**src/rtl/slicel_cfg_pkg.sv**
```systemverilog
// rtl/slicel_cfg_pkg.sv - shared types, field offsets and size derivations for the slicel config loader
package slicel_cfg_pkg;

  typedef enum logic [1:0] {
    ST_IDLE   = 2'd0,
    ST_LOAD   = 2'd1,
    ST_CHECK  = 2'd2,
    ST_COMMIT = 2'd3
  } loader_state_e;

  // Image layout: use_cc at bit 0, mux levels directly above, LUT configs after that.
  localparam int USE_CC_OFF = 0;
  localparam int MUX_OFF    = 1;

  function automatic int cfg_size(input int s_xx_base);
    return (2 ** s_xx_base) + 1;
  endfunction

  function automatic int mux_lvls(input int num_luts);
    return $clog2(num_luts);
  endfunction

  function automatic int lut_off(input int num_luts);
    return MUX_OFF + mux_lvls(num_luts);
  endfunction

  function automatic int total_bits(input int s_xx_base, input int num_luts);
    return num_luts * 2 * cfg_size(s_xx_base) + mux_lvls(num_luts) + 1;
  endfunction

  function automatic int num_words(input int s_xx_base, input int num_luts, input int word_w);
    return (total_bits(s_xx_base, num_luts) + word_w - 1) / word_w;
  endfunction

endpackage

```
**src/rtl/cfg_xor_accum.sv**
```systemverilog
// rtl/cfg_xor_accum.sv - running XOR checksum register with equality compare against the incoming word
module cfg_xor_accum #(
  parameter int WORD_W = 32
) (
  input  logic              clk,
  input  logic              rst_n,
  input  logic              clr,
  input  logic              en,
  input  logic [WORD_W-1:0] din,
  output logic              match
);

  logic [WORD_W-1:0] acc_q, acc_d;

  // Clear has priority so a restart never folds the dropped word into the new frame.
  always_comb begin
    acc_d = acc_q;
    if (clr) begin
      acc_d = '0;
    end else if (en) begin
      acc_d = acc_q ^ din;
    end
  end

  // Accumulator register.
  always_ff @(posedge clk or negedge rst_n) begin
    if (!rst_n) begin
      acc_q <= '0;
    end else begin
      acc_q <= acc_d;
    end
  end

  assign match = (din == acc_q);

endmodule

```
**src/rtl/slicel_config_loader.sv**
```systemverilog
// rtl/slicel_config_loader.sv - word-serial loader that assembles, checksums and commits a slicel config image
module slicel_config_loader
  import slicel_cfg_pkg::*;
#(
  parameter  int S_XX_BASE  = 4,
  parameter  int NUM_LUTS   = 4,
  parameter  int WORD_W     = 32,
  localparam int CFG_SIZE   = cfg_size(S_XX_BASE),
  localparam int MUX_LVLS   = mux_lvls(NUM_LUTS),
  localparam int LUT_W      = 2 * CFG_SIZE
) (
  input  logic                             cclk,
  input  logic                             rst_n,
  input  logic                             cfg_start,
  input  logic [WORD_W-1:0]                cfg_data,
  input  logic                             cfg_valid,
  output logic                             cfg_ready,
  output logic [NUM_LUTS-1:0][LUT_W-1:0]   luts_config_out,
  output logic [MUX_LVLS-1:0]              mux_config_out,
  output logic                             use_cc_out,
  output logic                             cen,
  output logic                             busy,
  output logic                             done,
  output logic                             err
);

  localparam int TOTAL_BITS = total_bits(S_XX_BASE, NUM_LUTS);
  localparam int NUM_WORDS  = num_words(S_XX_BASE, NUM_LUTS, WORD_W);
  localparam int CNT_W      = $clog2(NUM_WORDS + 1);
  localparam int LUT_OFF    = lut_off(NUM_LUTS);
  localparam logic [CNT_W-1:0] LAST_WORD = CNT_W'(NUM_WORDS - 1);

  loader_state_e          state_q, state_d;
  logic [CNT_W-1:0]       wcnt_q, wcnt_d;
  logic [TOTAL_BITS-1:0]  image_q, image_d;
  logic                   done_q, done_d;
  logic                   err_q, err_d;
  logic                   acc_clr, acc_en, acc_match;

  cfg_xor_accum #(
    .WORD_W (WORD_W)
  ) u_accum (
    .clk   (cclk),
    .rst_n (rst_n),
    .clr   (acc_clr),
    .en    (acc_en),
    .din   (cfg_data),
    .match (acc_match)
  );

  // State, word counter, shadow image and sticky status registers.
  always_ff @(posedge cclk or negedge rst_n) begin
    if (!rst_n) begin
      state_q <= ST_IDLE;
      wcnt_q  <= '0;
      image_q <= '0;
      done_q  <= 1'b0;
      err_q   <= 1'b0;
    end else begin
      state_q <= state_d;
      wcnt_q  <= wcnt_d;
      image_q <= image_d;
      done_q  <= done_d;
      err_q   <= err_d;
    end
  end

  // Next state and datapath updates; a start pulse in LOAD/CHECK wins over the word on the bus.
  always_comb begin
    state_d = state_q;
    wcnt_d  = wcnt_q;
    image_d = image_q;
    done_d  = done_q;
    err_d   = err_q;
    acc_clr = 1'b0;
    acc_en  = 1'b0;
    case (state_q)
      ST_IDLE: begin
        if (cfg_start) begin
          state_d = ST_LOAD;
          wcnt_d  = '0;
          acc_clr = 1'b1;
          done_d  = 1'b0;
          err_d   = 1'b0;
        end
      end
      ST_LOAD: begin
        if (cfg_start) begin
          wcnt_d  = '0;
          acc_clr = 1'b1;
        end else if (cfg_valid) begin
          // Pad bits of the last word have no home in the image and simply fall away.
          for (int b = 0; b < TOTAL_BITS; b++) begin
            if (wcnt_q == CNT_W'(b / WORD_W)) begin
              image_d[b] = cfg_data[b % WORD_W];
            end
          end
          acc_en = 1'b1;
          wcnt_d = wcnt_q + CNT_W'(1);
          if (wcnt_q == LAST_WORD) begin
            state_d = ST_CHECK;
          end
        end
      end
      ST_CHECK: begin
        if (cfg_start) begin
          state_d = ST_LOAD;
          wcnt_d  = '0;
          acc_clr = 1'b1;
        end else if (cfg_valid) begin
          if (acc_match) begin
            state_d = ST_COMMIT;
          end else begin
            state_d = ST_IDLE;
            err_d   = 1'b1;
          end
        end
      end
      ST_COMMIT: begin
        state_d = ST_IDLE;
        done_d  = 1'b1;
      end
      default: begin
        state_d = ST_IDLE;
      end
    endcase
  end

  // Handshake and strobes depend on state alone, never on cfg_valid.
  always_comb begin
    cfg_ready = (state_q == ST_LOAD) || (state_q == ST_CHECK);
    busy      = (state_q != ST_IDLE);
    cen       = (state_q == ST_COMMIT);
  end

  assign done           = done_q;
  assign err            = err_q;
  assign use_cc_out     = image_q[USE_CC_OFF];
  assign mux_config_out = image_q[MUX_OFF +: MUX_LVLS];

  for (genvar i = 0; i < NUM_LUTS; i++) begin : g_lut_out
    assign luts_config_out[i] = image_q[LUT_OFF + i*LUT_W +: LUT_W];
  end

endmodule

```
**config.mk**
```make
export PLATFORM = sky130hd
export DESIGN_NAME = slicel_config_loader
export DESIGN_NICKNAME = d
export VERILOG_FILES = /design/src/rtl/slicel_cfg_pkg.sv /design/src/rtl/cfg_xor_accum.sv /design/src/rtl/slicel_config_loader.sv
export SDC_FILE = /design/constraint.sdc
export NUM_CORES = 1
export LEC_CHECK = 0
export ABC_AREA = 0
export BUFFER_PORTS_ARGS = -buffer_cell sky130_fd_sc_hd__buf_4
export CAP_MARGIN = 15
export CORE_ASPECT_RATIO = 2
export CORE_MARGIN = 10
export CORE_UTILIZATION = 54
export DETAILED_ROUTE_END_ITERATION = 6
export HOLD_SLACK_MARGIN = 0.12
export PLACE_DENSITY = 0.8
export SLEW_MARGIN = 10
export SYNTH_ARGS = -nofsm -noshare
export SYNTH_HDL_FRONTEND = slang
export SYNTH_SLANG_ARGS = --single-unit
```
**constraint.sdc**
```tcl
create_clock -name cclk -period 2.3 [get_ports cclk]
set_input_delay 0.115 -clock cclk [delete_from_list [all_inputs] [get_ports cclk]]
set_output_delay 0.115 -clock cclk [all_outputs]
set_load 0.03 [all_outputs]
```
After elaboration in Yosys (flattened, before gate mapping)
Index checks and enable logic that the tools add are counted. Widths: inputs -> output; s select.

Bits in registers: 178. Latch bits: 0. RAM bits: 0. Memory bits (read-only): 0. Bits of input ports: 36. Output and inout port bits: 144. Word-level logic and storage cells: 75. Memories: 0.

$add $sub $neg: 1. Multipliers: 0. Divide/modulo/power cells: 0. Order comparisons: 0. Eq/ne operators: 18. Shift operators: 0. Mux-type cells: 25. Bitwise logic cells: 2. Reductions and logical operators: 19.

Operators with widths (number): $mux 32 (2); $eq 32x32->1 (1); $xor 32x32->32 (1); $reduce_and 4->1 (5); $mux 2 (7); $ne 2x2->1 const B (7); $reduce_and 5->1 (2); $reduce_bool 2->1 (5); $mux 1 (9); $mux 3 (3); $pmux 2 s4 (1); $eq 3x2->1 const B (2); $ne 3x3->1 const B (2); $pmux 3 s2 (1); $eq 2x2->1 const B (2); $pmux 1 s2 (2); $add 3x1->3 const B (1); $eq 3x1->1 const B (1); $eq 3x3->1 const B (1); $logic_not 3->1 (1); $reduce_and 3->1 (1); $reduce_or 3->1 (1); $eq 2x1->1 const B (1); $logic_not 2->1 (1); 5 further kinds (5).

Depth between registers and ports, before layout
Depth after elaboration: 5. Gate-level depth with buffers: 9. Gate-level depth less buffers: 7.

Modules after synthesis
Synthesis repeated with hierarchy kept, for this count alone.

Cells, all modules: 534. Area, all modules: 7449.6 sq um.

By module, submodules not included: slicel_config_loader (instances 1, cells an instance 357, area each 5755.5 sq um, sequential area each 3653.5 sq um); cfg_xor_accum (instances 1, cells an instance 177, area each 1694.1 sq um, sequential area each 800.8 sq um).

Least setup slack after synthesis
Ideal clock, no wire load.

Path type: flip-flop to flip-flop. From: reg state_q[0]. To: reg u_accum.acc_q[22]. Library setup time: 127 ps. Arrival time: 1644 ps. Required time: 2173 ps. Setup slack: 529 ps. Cell stages (with the launch flop): 9. Path buffers: 2. Clock period less this slack: 1771 ps. Path through: dfrtp_1 > ha_1 > nand2b_1 > nand2_1 > buf_2 > clkbuf_1 > o21ai_0 > nand2_1 > o21ai_0.

Word-level cells in the longest chain between the ends: 4. Elaborated cells between the ends (all ways): 8. Classes of those cells: eq/ne (2); mux (3); reduce/logical (3).

RTL lines: start: declaration (RTL line slicel_config_loader.sv:33) `loader_state_e state_q, state_d;`; start signal: assignment (RTL line slicel_config_loader.sv:60) `state_q <= state_d;`; $eq 2x1->1, or another cell as far along (RTL line slicel_config_loader.sv:77) `case (state_q)`; $reduce_or 3->1 (no source line); $mux 1; $mux 32 or $reduce_bool 2->1 (tied branches); end signal: assignment (RTL line cfg_xor_accum.sv:28) `acc_q <= '0;`; end signal: assignment (RTL line cfg_xor_accum.sv:30) `acc_q <= acc_d;`; end: declaration (RTL line cfg_xor_accum.sv:13) `logic [WORD_W-1:0] acc_q, acc_d;`.

Parallel ways exist; a longest one is shown, timed or not. A chain may end at the register's enable or synchronous reset.

Worst setup path after layout
From: reg state_q[1]. To: reg u_accum.acc_q[13].

Same word-level chain as after synthesis.

==> metrics <==
run status finished, final reports clean; core area 0.0138 mm^2; CTS tree yes; GRT Util Overall 20.5%; post-CTS resize count 0; Layout Cells excl Fill 985; Slew @ Worst Pin 0.649 ns; Clock Skew 0.00930 ns; Post-CTS Hold Buffers 34; final core occ 72.6%; IO Port Bufs 179; Critical Path RT 2.58 ns; GPL Wtd Cong 0.829; DP Cell Count 920; IO Count 180; drt initial violations 184; total CTS buffers 17; post-synthesis cell count 573; TNS Setup 0 ns; Tmin final 2.05 ns; DRC viols 0; largest fanout on the critical path 30; WL final 19.7 mm; sequential area share after synthesis 59.1%; arrival time at the worst endpoint 2.33 ns; worst rel slew slack 56.7%; fmax 488 MHz; Clk pin slew, worst setup/hold paths 0.06 ns; CTS Root Buffer Type clkbuf_16; Synth Warn # 0; crit path launch type flop; syn nets 618; Synth Register Bits 178; worst vdd ir 0.744 mV; worst stage delay on the critical path 0.43 ns; Register Area 0.00445 mm^2; per-cell routed wire length 20.0 um; GRT overflow 0; Cell Area, Synth 0.00754 mm^2; Hold WC Path Type in -> reg; NetSw 5.02 mW; post-CTS setup buffer count 0; Setup violations, final 0; Gate power share 41.7%; RSZ-0062 raised after global routing false; # fillers 915; Initial Util 54.6%; power per standard cell area 1300 mW/mm^2; Maximum Capacitance Violations 0; first-pass GRT wire length 31.8 mm; chip width 104 um; Hold Slack 0.194 ns; Distinct cells, synth 39; Tcrit/Tclk final 89.1%; critical path capture point type flop; Slowest-stage cell, CP dfrtp_1; Leak Pwr 4.88 nW; fin. max-slew vios 0; largest delay contributor family on the critical path buffers and inverters; Antenna Cells 0; multi-input logic area 0.00288 mm^2; initial antenna violation count 0; Mean Syn Cell Area 13.2 um^2; Antenna Nets Post-Route 0; Vias/cell 5.37; DP Wirelength 14.4 mm; Row Count 61; Final Hold Viols 0; Seq pwr share 36.3%; share of layout cells above drive strength 1 46.5%; critical path, cell by cell inv_1 > ha_1 > nand3b_1 > buf_4 > nand2_1 > buf_4 > o21ai_0 > nand2_1 > o21ai_0; Die Ht 187 um; pin count of the biggest net entering global routing 69; clock buffer depth 2; Area growth syn-to-layout 33.1%; via count 5,285; Clock power frac 21.9%; switching fraction of total power 38.6%; P_int 7.99 mW; Post-synth EDFFs 0; number of buffers and inverters on the critical path 3; path type of the worst setup path reg -> reg; clk sink count 178; worst-skew pair later-pin latency 0.42 ns; # H-tree levels 4; fraction of registers with async set/reset 100%; main flop type after synthesis dfrtp_1; Die Area 0.0194 mm^2; 1st-pass router iterations 5; Nets 829; vias in the first global route 5,895
[registers in the layout, indices dropped and copies added (netlist names)]
| register | cells |
|---|---|
| done | 1 |
| err | 1 |
| image_q | 139 |
| state_q | 2 |
| u_accum.acc_q | 32 |
| wcnt_q | 3 |
[kinds of logic (layout without fill, tap and decap cells)]
family	Yosys count	after routing	share of synthesized area, %
multiplexers	141	141	21.6
flip-flops	178	178	59.1
AO/OA/AOI/OAI	71	71	5.11
adder cells (fa/ha/maj)	9	9	1.49
AND/OR/NAND/NOR	96	96	5.76
buffers and inverters	42	265	2.80
XOR/XNOR	36	36	4.18
[final timing paths]
check | startpoint | endpoint | slack [ns] | cells after the start
worst max-delay path | state_q[1]$_DFFE_PN0P_ | u_accum.acc_q[13]$_DFFE_PN0P_ | 0.25 | 9
worst min-delay path | cfg_valid | err$_DFFE_PN0P_ | 0.19 | 3
worst max register to register | state_q[1]$_DFFE_PN0P_ | u_accum.acc_q[13]$_DFFE_PN0P_ | 0.25 | 9
worst min register to register | u_accum.acc_q[28]$_DFFE_PN0P_ | u_accum.acc_q[28]$_DFFE_PN0P_ | 0.50 | 1
max in group asynchronous | rst_n | image_q[72]$_DFFE_PN0P_ | 1.30 | 3
min in group asynchronous | rst_n | image_q[1]$_DFFE_PN0P_ | 0.24 | 2
[per-stage QoR]
step / total power [mW] / setup slack, ns / instance area (um^2)
after floorplan: 7.95 / 0.529 / 7540
after global placement: 9.98 / 0.384 / 9110
after detailed placement: 10.2 / 0.317 / 9110
after CTS: 13.1 / 0.277 / 10000
after global routing: 13.6 / 0.153 / 10000
final: 13.0 / 0.250 / 10000
[area by class of cell]
class,instances,area share [%]
inverters,8,0.299
repair buffers,226,18.4
clock inverters,10,1.26
flip-flops and latches,178,44.4
multi-input cells,353,28.7
well taps,189,2.36
clock buffers,21,4.59
[cells in the mapped netlist (2+ instances only)]
| cell | n | area share (%) |
|---|---|---|
| clkbuf_2 | 2 | 0.13 |
| ha_1 | 9 | 1.5 |
| xnor2_1 | 33 | 3.8 |
| clkbuf_1 | 16 | 0.80 |
| nor2_1 | 7 | 0.35 |
| buf_2 | 11 | 0.73 |
| nand2_2 | 3 | 0.25 |
| mux2_4 | 11 | 2.2 |
| buf_6 | 5 | 0.75 |
| mux2_2 | 128 | 19 |
| o21ai_0 | 59 | 3.9 |
| nand4_1 | 9 | 0.75 |
| dfrtp_1 | 178 | 59 |
| nand2_1 | 66 | 3.3 |
| xor2_1 | 3 | 0.35 |
| o21ai_1 | 3 | 0.20 |
| a21oi_1 | 2 | 0.13 |
| inv_1 | 7 | 0.35 |
[power by group through the flow]
stage               logic (mW)  clock network, mW  registers, mW
floorplan                 1.57                  0           6.38
global placement          5.29                  0           4.69
detailed placement        5.44                  0           4.77
CTS                       5.50               2.89           4.72
global route              5.73               3.05           4.84
finish                    5.43               2.85           4.73
[tightest hold or removal path, cell delays in order]
cell	delay, ns
buf_4	0.13
and4_1	0.19
a221o_1	0.14
[placed cells by master, fill, tap and decap left out, types with 2 or more instances in the layout]
| cell type | instances |
|---|---|
| a21oi_1 | 2 |
| buf_12 | 5 |
| buf_4 | 186 |
| bufinv_16 | 2 |
| clkbuf_1 | 2 |
| clkbuf_16 | 17 |
| clkbuf_8 | 2 |
| clkinv_4 | 3 |
| clkinvlp_4 | 3 |
| dfrtp_1 | 178 |
| dlygate4sd3_1 | 34 |
| ha_1 | 9 |
| inv_1 | 7 |
| inv_6 | 2 |
| mux2_2 | 128 |
| mux2_4 | 11 |
| nand2_1 | 65 |
| nand2_2 | 4 |
| nand4_1 | 9 |
| nor2_1 | 7 |
| o21ai_0 | 59 |
| o21ai_1 | 3 |
| xnor2_1 | 33 |
| xor2_1 | 3 |
[per-layer routing]
metal / wire, um / vias to the layer above / global-route usage [%]
met5: 0 / - / 0
li1: - / 2388 / -
met2: 11300 / 169 / 38.1
met4: 784 / 0 / 10.4
met1: 6730 / 2687 / 20.4
met3: 934 / 41 / 4.97
Note: power is estimated with default switching activity, not from simulation.
